**src/rtl/uart_frame_scheduler.sv**
```systemverilog
// rtl/uart_frame_scheduler.sv - packs channel snapshots into SYNC/MASK/DATA[/CSUM] byte frames for the UART TX
// Optional checksum byte: define UART_FRAME_CHECKSUM_EN.
module uart_frame_scheduler #(
    parameter int          NUM_CH    = 3,
    parameter int          DATA_W    = 22,
    parameter logic [7:0]  SYNC_BYTE = 8'hA5
) (
    input  logic                     sys_clock,
    input  logic                     reset,
    input  logic                     new_frame,
    input  logic [NUM_CH-1:0]        ch_valid,
    input  logic [NUM_CH*DATA_W-1:0] ch_data,
    output logic [NUM_CH-1:0]        ch_ready,
    output logic [7:0]               tx_byte,
    output logic                     tx_valid,
    input  logic                     tx_ready,
    output logic                     busy,
    output logic                     frame_done,
    output logic [7:0]               overrun_count
);

    typedef enum logic [2:0] {
        S_IDLE,
        S_SYNC,
        S_MASK,
        S_DATA,
`ifdef UART_FRAME_CHECKSUM_EN
        S_CSUM,
`endif
        S_DONE
    } state_t;

    state_t              state, state_n;
    logic [NUM_CH-1:0]   mask;
    logic [DATA_W-1:0]   hold [NUM_CH];
    logic [1:0]          ptr, ptr_n;
    logic [1:0]          bi, bi_n;
    logic [7:0]          tx_byte_n;
    logic                tx_valid_n;
    logic                xfer;
    logic                capture;
    logic [7:0]          mask_byte;
    logic                first_found, next_found;
    logic [1:0]          first_idx, next_idx;
    logic [DATA_W-1:0]   first_sample, next_sample, cur_sample;

    assign xfer       = tx_valid & tx_ready;
    assign capture    = (state == S_IDLE) & new_frame;
    assign ch_ready   = ch_valid & {NUM_CH{capture}};
    assign busy       = (state != S_IDLE) & (state != S_DONE);
    assign frame_done = (state == S_DONE);

    // Byte k of a channel record: channel id plus top 6 sample bits, then the two low bytes.
    function automatic logic [7:0] pack_byte(input logic [1:0] idx,
                                             input logic [DATA_W-1:0] s,
                                             input logic [1:0] b);
        case (b)
            2'd0:    return {idx, s[21:16]};
            2'd1:    return s[15:8];
            default: return s[7:0];
        endcase
    endfunction

    // Zero-extend the captured mask into the MASK byte.
    always_comb begin
        mask_byte = '0;
        mask_byte[NUM_CH-1:0] = mask;
    end

    // Locate the lowest set mask bit overall and the lowest one above the current pointer.
    always_comb begin
        first_found = 1'b0;
        first_idx   = '0;
        next_found  = 1'b0;
        next_idx    = '0;
        for (int k = NUM_CH - 1; k >= 0; k--) begin
            if (mask[k]) begin
                first_found = 1'b1;
                first_idx   = 2'(k);
            end
            if (mask[k] && (k > int'(ptr))) begin
                next_found = 1'b1;
                next_idx   = 2'(k);
            end
        end
    end

    // Select the held samples for the current, first and next channels.
    always_comb begin
        first_sample = '0;
        next_sample  = '0;
        cur_sample   = '0;
        for (int k = 0; k < NUM_CH; k++) begin
            if (2'(k) == first_idx) first_sample = hold[k];
            if (2'(k) == next_idx)  next_sample  = hold[k];
            if (2'(k) == ptr)       cur_sample   = hold[k];
        end
    end

`ifdef UART_FRAME_CHECKSUM_EN
    logic [7:0] csum_acc;

    // Running XOR of MASK and data bytes as they are accepted.
    always_ff @(posedge sys_clock or posedge reset) begin
        if (reset)
            csum_acc <= 8'h00;
        else if (capture)
            csum_acc <= 8'h00;
        else if (xfer && (state == S_MASK || state == S_DATA))
            csum_acc <= csum_acc ^ tx_byte;
    end
`endif

    // Next state and next registered output byte; outputs only move on a transfer or on frame start.
    always_comb begin
        state_n    = state;
        ptr_n      = ptr;
        bi_n       = bi;
        tx_byte_n  = tx_byte;
        tx_valid_n = tx_valid;
        case (state)
            S_IDLE: begin
                if (new_frame) begin
                    state_n    = S_SYNC;
                    tx_byte_n  = SYNC_BYTE;
                    tx_valid_n = 1'b1;
                end
            end
            S_SYNC: begin
                if (xfer) begin
                    state_n   = S_MASK;
                    tx_byte_n = mask_byte;
                end
            end
            S_MASK, S_DATA: begin
                if (xfer) begin
                    if (state == S_DATA && bi != 2'd2) begin
                        bi_n      = bi + 2'd1;
                        tx_byte_n = pack_byte(ptr, cur_sample, bi + 2'd1);
                    end else if (state == S_MASK && first_found) begin
                        state_n   = S_DATA;
                        ptr_n     = first_idx;
                        bi_n      = 2'd0;
                        tx_byte_n = pack_byte(first_idx, first_sample, 2'd0);
                    end else if (state == S_DATA && next_found) begin
                        ptr_n     = next_idx;
                        bi_n      = 2'd0;
                        tx_byte_n = pack_byte(next_idx, next_sample, 2'd0);
                    end else begin
`ifdef UART_FRAME_CHECKSUM_EN
                        state_n   = S_CSUM;
                        tx_byte_n = csum_acc ^ tx_byte;
`else
                        state_n    = S_DONE;
                        tx_valid_n = 1'b0;
`endif
                    end
                end
            end
`ifdef UART_FRAME_CHECKSUM_EN
            S_CSUM: begin
                if (xfer) begin
                    state_n    = S_DONE;
                    tx_valid_n = 1'b0;
                end
            end
`endif
            S_DONE: begin
                state_n = S_IDLE;
            end
            default: begin
                state_n    = S_IDLE;
                tx_valid_n = 1'b0;
            end
        endcase
    end

    // FSM and output registers.
    always_ff @(posedge sys_clock or posedge reset) begin
        if (reset) begin
            state    <= S_IDLE;
            ptr      <= '0;
            bi       <= '0;
            tx_byte  <= 8'h00;
            tx_valid <= 1'b0;
        end else begin
            state    <= state_n;
            ptr      <= ptr_n;
            bi       <= bi_n;
            tx_byte  <= tx_byte_n;
            tx_valid <= tx_valid_n;
        end
    end

    // Snapshot of the mask and every channel sample at frame start.
    always_ff @(posedge sys_clock or posedge reset) begin
        if (reset) begin
            mask <= '0;
            for (int k = 0; k < NUM_CH; k++) hold[k] <= '0;
        end else if (capture) begin
            mask <= ch_valid;
            for (int k = 0; k < NUM_CH; k++) hold[k] <= ch_data[k*DATA_W +: DATA_W];
        end
    end

    // Saturating count of frame requests that arrive while a frame is in progress.
    always_ff @(posedge sys_clock or posedge reset) begin
        if (reset)
            overrun_count <= 8'h00;
        else if (new_frame && state != S_IDLE && overrun_count != 8'hFF)
            overrun_count <= overrun_count + 8'h01;
    end

endmodule

```
**config.mk**
```make
export PLATFORM = sky130hd
export DESIGN_NAME = uart_frame_scheduler
export DESIGN_NICKNAME = d
export VERILOG_FILES = /design/src/rtl/uart_frame_scheduler.sv
export SDC_FILE = /design/constraint.sdc
export NUM_CORES = 1
export LEC_CHECK = 0
export ABC_CLOCK_PERIOD_IN_PS = 3980
export CORE_ASPECT_RATIO = 1.1
export CORE_MARGIN = 2
export CORE_UTILIZATION = 52
export DETAILED_ROUTE_END_ITERATION = 10
export PLACE_DENSITY = 0.83
export SETUP_SLACK_MARGIN = 0.15
export SYNTH_ARGS = -nofsm -noshare
export SYNTH_HDL_FRONTEND = slang
export SYNTH_SLANG_ARGS = --single-unit
```
**constraint.sdc**
```tcl
create_clock -name sys_clock -period 3.98 [get_ports sys_clock]
set_clock_uncertainty 0.2 [all_clocks]
set_input_delay 0.597 -clock sys_clock [delete_from_list [all_inputs] [get_ports sys_clock]]
set_output_delay 0.597 -clock sys_clock [all_outputs]
set_load 0.03 [all_outputs]
```
==> results.md, run 1 <==
- Synth Area in Adders: 0.0100
- Tcrit/Tclk final: 0.840
- Synth Cell Area: 4990 um2
- Final core utilization: 0.658
- Vias after detailed routing: 3826
- Pin count of the biggest net entering global routing: 37
- FFs w/ async S/R, synth: 1.00
- Initial antenna violation count: 0
- Hold buffer count at cts: 0
- Unrepaired setup endpoints after global routing: no
- Share of layout cells above drive strength 1: 0.217
- Worst-Skew Late Latency: 0.36 ns
- Final HPWL DP: 8860 um
- Main combinational cell family by area after synthesis: multiplexers
- Max Cap Viol: 0
- FF+latch count, synth: 93
- Vias in the first global route: 3977
- Most frequent cells after synthesis: dfrtp_1, mux2_2, nand2_1
- Minimum clock period: 3.34 ns
- Synth top area share: 0.467
- Total wire length: 11800 um
- Max-slew violation count: 0
- CP peak stage delay: 0.67 ns
- Cts repair resizes: 0
- RR Startpoint: mask[1]$_DFFE_PP0P_
- Leakage: 2.47 nW
- Max-slew headroom: 0.576
- IO Count: 95
- # placed instances: 630
- Synth Instances: 440
- Type of origin of the critical path: register
- Fmax: 299 MHz
- Syn Nets: 517
- Complex-gate fraction of the synthesized area: 0.146
- Routed Antenna Nets: 0
- CTS Buf Count: 9
- Root Driver: clkbuf_8
- Crit path arrival time: 2.55 ns
- Remaining Overflow, GRT: 0
- Chip width: 97.4 um
- Setup Viol. Count Final: 0
- Nets: 601
- Avg Synthesized Cell Area: 11.3 um2
- Setup_tns: 0 ns
- FP Rows: 37
- Hold Crit Class: reg2reg
- Max clock buf depth: 2
- Post-CTS setup buffer count: 0
- Total GRT Usage: 0.240
- DRT iter0 DRCs: 266
- WP buf/inv: 2
- Die Y-Extent: 107 um
- CTS tree: done
- Number of port buffers: 94
- Synth area leader: dfrtp_1
- Drt via density: 5.92
- Synth cell types: 61
- Total power: 0.00508 W
- DR WL/cell: 18.3 um
- Initial Utilization: 0.533
- Non-filler cells, final: 646
- Pwr/cell area: 825 nW/um2
- CP top delay family: simple AND/OR/NAND/NOR gates
- CORE AREA: 9350 um2
- Simple-gate portion of the synthesized area: 0.112
- EDFF count, synth: 0
- Crit path kind: reg2out
- Critical-path cell list: nor2_1 > inv_2 > nor3b_4 > and2_1 > clkdlybuf4s50_1
- Sequential element share of the synthesized area: 0.467
- Max stage delay cell, worst path: clkdlybuf4s50_1
- First-pass GRT wire length: 20000 um
- Worst-path fanout max: 15
- Area contributors post-synth: dfrtp_1, mux2_2, mux2i_1
- Drc violations: 0
- Synth Area in XOR/XNOR: 0.0123
- CTS Sinks: 93
- Final hold viol count: 0
- Run status: finished clean
- Slew @ Worst Pin: 0.637 ns
- Placer Congestion: 0.937
- Hold Crit Start: overrun_count[4]$_DFFE_PP0P_
- Post-synthesis mux area share: 0.211
- Synth warn: 0
- Worst setup EP type: primary output
- CP Data Required Time: 3.18 ns
- Clock transition at path regs: 0.09 ns
- Ant. Diodes: 0
- Die area: 10400 um2
- H-tree Lvls: 3
- Top FF cell, synth: dfrtp_1
- CP Launch Point: state[0]$_DFFE_PP0P_
- 1st-pass router iterations: 5
- Top-count cell post-synth: dfrtp_1
- Layout area overhead: 23.5%
- Worst vdd ir: 304 uV
## per-stage QoR
stage | setup slack, ns | cell area [um2] | hold WS (ns)
floorplan | 0.763 | 4990 | 0.280
global placement | 0.825 | 5970 | 0.278
detailed placement | 0.805 | 5970 | 0.291
CTS | 0.633 | 6160 | 0.303
global route | 0.493 | 6160 | 0.325
finish | 0.635 | 6160 | 0.301
## where the power goes
group,total (W),switching (W),internal (W)
Sequential,0.00189,0.000479,0.00141
Clock,0.000604,0.000326,0.000278
Combinational,0.00259,0.00133,0.00126
Total,0.00508,0.00213,0.00295
## state kept, by name (all words and copies together) (netlist names)
signal and flops:
bi 2, hold 66, mask 3, overrun_count 8
ptr 2, state 3, tx_byte 8, tx_valid 1
## layer usage
| layer | wire length [um] | vias to the layer above | track usage |
|---|---|---|---|
| li1 | - | 1780 | - |
| met1 | 4990 | 1917 | 0.306 |
| met2 | 6070 | 111 | 0.419 |
| met3 | 534 | 18 | 0.0352 |
| met4 | 241 | 0 | 0.0863 |
| met5 | 0 | - | 0 |
## placed cells by master, fill, tap and decap left out, drive strengths merged, types with 7 or more instances in the layout
master	netlist	final
nor2	25	25
mux2	71	71
nand3	9	9
clkdlybuf4s50	0	94
a211oi	9	9
mux2i	25	25
nand2	28	28
nand2b	7	7
clkbuf	5	13
o21ai	23	23
a21oi	15	15
inv	10	9
nor3	10	10
dfrtp	93	93
buf	24	8
## worst reg2reg max path, cell delays in order (launching register included)
cell      delay [ns]
dfrtp_1         0.75
nand2b_1        0.41
a21oi_4         0.39
o21ai_0         0.15
a21oi_2         0.28
mux2_2          0.37
## cell families after synthesis
group | after synthesis
buffers and inverters | 39
AOI/OAI and AO/OA | 96
xor gates and xnor gates | 7
adders and majority gates | 4
DFF | 93
and+or+nand+nor | 105
muxes | 96
## layout make-up
type / count / area (um2)
fillers: 742 / 3190
multi-input cells: 308 / 2460
flip-flops and latches: 93 / 2330
repair buffers: 102 / 1000
clock buffers: 13 / 169
well taps: 117 / 146
inverters: 10 / 38.8
clock inverters: 3 / 18.8
## path summary, 6_finish.rpt
path | slack [ns] | cells after the start | to
max | 0.64 | 5 | ch_ready[0]
min | 0.30 | 1 | overrun_count[4]$_DFFE_PP0P_
max reg2reg | 1.32 | 5 | state[0]$_DFFE_PP0P_
min reg2reg | 0.30 | 1 | overrun_count[4]$_DFFE_PP0P_
max in group asynchronous | 2.40 | 3 | hold[27]$_DFFE_PP0P_
min in group asynchronous | 0.39 | 2 | hold[64]$_DFFE_PP0P_
No activity file was read; power rests on OpenSTA's default activity.
==> run 2, diff against run 1 <==
--- a/config.mk
+++ b/config.mk
@@ -5,12 +5,12 @@
 export SDC_FILE = /design/constraint.sdc
 export NUM_CORES = 1
 export LEC_CHECK = 0
-export ABC_CLOCK_PERIOD_IN_PS = 3980
+export ABC_CLOCK_PERIOD_IN_PS = 3000
 export CORE_ASPECT_RATIO = 1.1
 export CORE_MARGIN = 2
-export CORE_UTILIZATION = 52
+export CORE_UTILIZATION = 47
 export DETAILED_ROUTE_END_ITERATION = 10
-export PLACE_DENSITY = 0.83
+export PLACE_DENSITY = 0.79
 export SETUP_SLACK_MARGIN = 0.15
 export SYNTH_ARGS = -nofsm -noshare
 export SYNTH_HDL_FRONTEND = slang
==> constraint.sdc (replaced) <==
create_clock -name sys_clock -period 3 [get_ports sys_clock]
set_clock_uncertainty 0.2 [all_clocks]
set_input_delay 0.45 -clock sys_clock [delete_from_list [all_inputs] [get_ports sys_clock]]
set_output_delay 0.45 -clock sys_clock [all_outputs]
set_load 0.03 [all_outputs]
==> run 2 against run 1 <==
Compared with the run above:
- count of clock-buffer cells in the layout down 3
- sequential power up 34%
- cell area up 3.5%
- sequential share of layout area down 1.3 points
- die area up 10%
- worst hold slack worse by 0.018 ns
- routed wire length up 5.3%
- critical path depth unchanged
- combinational power up 37%
- core utilization down 4.2 points
- clock power up 75%
- highest routed layer unchanged
==> results.md, run 2 (same netlist as run 1, synthesis figures left out) <==
- Critical-path cell list: nor2_2 > inv_2 > nor3b_4 > and2_1 > buf_12
- Final hold viol count: 0
- Max-slew violation count: 0
- IO Count: 95
- Worst slack, placed: 0.509 ns
- Worst-Skew Late Latency: 0.34 ns
- Vias in the first global route: 3880
- Final worst slack: 0.271 ns
- FF-to-FF End: tx_byte[7]$_DFFE_PP0P_
- Number of port buffers: 94
- Die Y-Extent: 112 um
- Worst reg2reg setup slack: 0.42 ns
- Routed Antenna Nets: 0
- CTS tree: done
- Biggest register: hold
- Hold Crit Start: tx_byte[5]$_DFFE_PP0P_
- CTS Sinks: 93
- CP Data Required Time: 2.35 ns
- Hold buffer count at cts: 0
- FP Rows: 39
- Max clock buf depth: 2
- 1st-pass router iterations: 6
- Run status: finished clean
- Pwr/cell area: 1120 nW/um2
- Ant. Diodes: 0
- Slew @ Worst Pin: 0.667 ns
- Die area: 11400 um2
- Crit path kind: reg2out
- Total GRT Usage: 0.230
- DP Area: 6090 um2
- DRT iter0 DRCs: 268
- Drt via density: 5.67
- Max stage delay cell, worst path: dfrtp_1
- Nets: 607
- Worst-path fanout max: 15
- CORE AREA: 10300 um2
- Final HPWL DP: 9130 um
- Hold Path Sink: tx_byte[5]$_DFFE_PP0P_
- H-tree Lvls: 3
- Setup Viol. Count Final: 0
- Chip width: 102 um
- Hold Crit Class: reg2reg
- Crit path arrival time: 2.08 ns
- Max Cap Viol: 0
- Wire length on met1: 5390 um
- Share of layout cells above drive strength 1: 0.236
- Cts repair resizes: 0
- Max FFs per register: 66
- Max layer used: met4
- Fmax: 366 MHz
- Tcrit/Tclk final: 0.910
- Placer Congestion: 0.926
- Layout area overhead: 27.8%
- Unrepaired setup endpoints after global routing: no
- Drc violations: 0
- Max-slew headroom: 0.556
- Hold Path Depth: 2
- Total wire length: 12500 um
- Initial antenna violation count: 0
- Leakage: 2.55 nW
- Clock transition at path regs: 0.07 ns
- Minimum clock period: 2.73 ns
- Remaining Overflow, GRT: 0
- Worst vdd ir: 494 uV
- Setup_tns: 0 ns
- Most frequent cells in the layout: dfrtp_1, clkdlybuf4s50_1, mux2_2, nand2_1, mux2i_1
- First-pass GRT wire length: 20300 um
- Pin count of the biggest net entering global routing: 65
- Fillers: 859
- CTS Buf Count: 9
- Worst setup EP type: primary output
- R2R depth: 7
- DR WL/cell: 18.4 um
- WL met2: 5930 um
- Root Driver: clkbuf_16
- Type of origin of the critical path: register
- Initial Utilization: 0.482
- Metal3 WL: 742 um
- Final instance area: 6370 um2
- CP peak stage delay: 0.57 ns
- Top flop regs: hold: 66 flops, overrun_count: 8 flops, tx_byte: 8 flops
- Vias after detailed routing: 3847
- Commonest non-fill, non-tap cell in the layout: dfrtp_1
- Post-CTS setup buffer count: 0
- WHS: 0.283 ns
- RR Startpoint: ptr[0]$_DFFE_PP0P_
==> run 2: cell types whose count changed in the layout (fill, tap and decap cells not counted), moves of 3 or more <==
cell	before	now
clkdlybuf4s50_1	94	91
clkbuf_16	0	9
buf_4	8	13
buf_12	0	4
clkbuf_8	12	1
clkinvlp_4	0	3
==> run 2: final cells by class <==
type,instances,area [um2],share of cell area
multi-input cells,308,2460,0.386
flip-flops and latches,93,2330,0.365
repair buffers,108,1090,0.171
clock buffers,10,239,0.0375
well taps,143,179,0.0281
inverters,10,41.3,0.00648
clock inverters,6,38.8,0.00609
==> run 2: report_power, final <==
| part | internal (W) | switching [W] |
|---|---|---|
| Combinational | 0.00174 | 0.00181 |
| Sequential | 0.00187 | 0.000655 |
| Clock | 0.000581 | 0.000474 |
| Total | 0.00419 | 0.00294 |
==> run 2: worst max path at each step <==
stage,startpoint,to,cells after the start
finish,state[0]$_DFFE_PP0P_,ch_ready[0],5
global route,state[0]$_DFFE_PP0P_,ch_ready[0],5
CTS,state[0]$_DFFE_PP0P_,ch_ready[0],5
detailed placement,ptr[0]$_DFFE_PP0P_,tx_byte[7]$_DFFE_PP0P_,7
global placement,ptr[0]$_DFFE_PP0P_,tx_byte[7]$_DFFE_PP0P_,7
floorplan,state[0]$_DFFE_PP0P_,ch_ready[1],6
==> run 2: per-layer routing <==
metal | vias to the layer above | global-route usage
met5 | - | 0
met3 | 33 | 0.0467
met2 | 144 | 0.359
met1 | 1888 | 0.313
met4 | 0 | 0.0987
li1 | 1782 | -
==> run 2: through the flow <==
step           total power [W]  std cells   util
2_1_floorplan          0.00500        440      -
3_3_place_gp           0.00595        662  0.589
3_5_place_dp           0.00606        662  0.589
4_1_cts                0.00714        678  0.616
5_1_grt                0.00761        678  0.616
6_report               0.00713        678  0.616
==> run 2: worst max-delay path, delay by kind of cell, from the launching register on <==
kind	cells	cell delay, ns
buffers and inverters	2	0.26
flip-flops	1	0.57
AND/OR/NAND/NOR	3	0.90
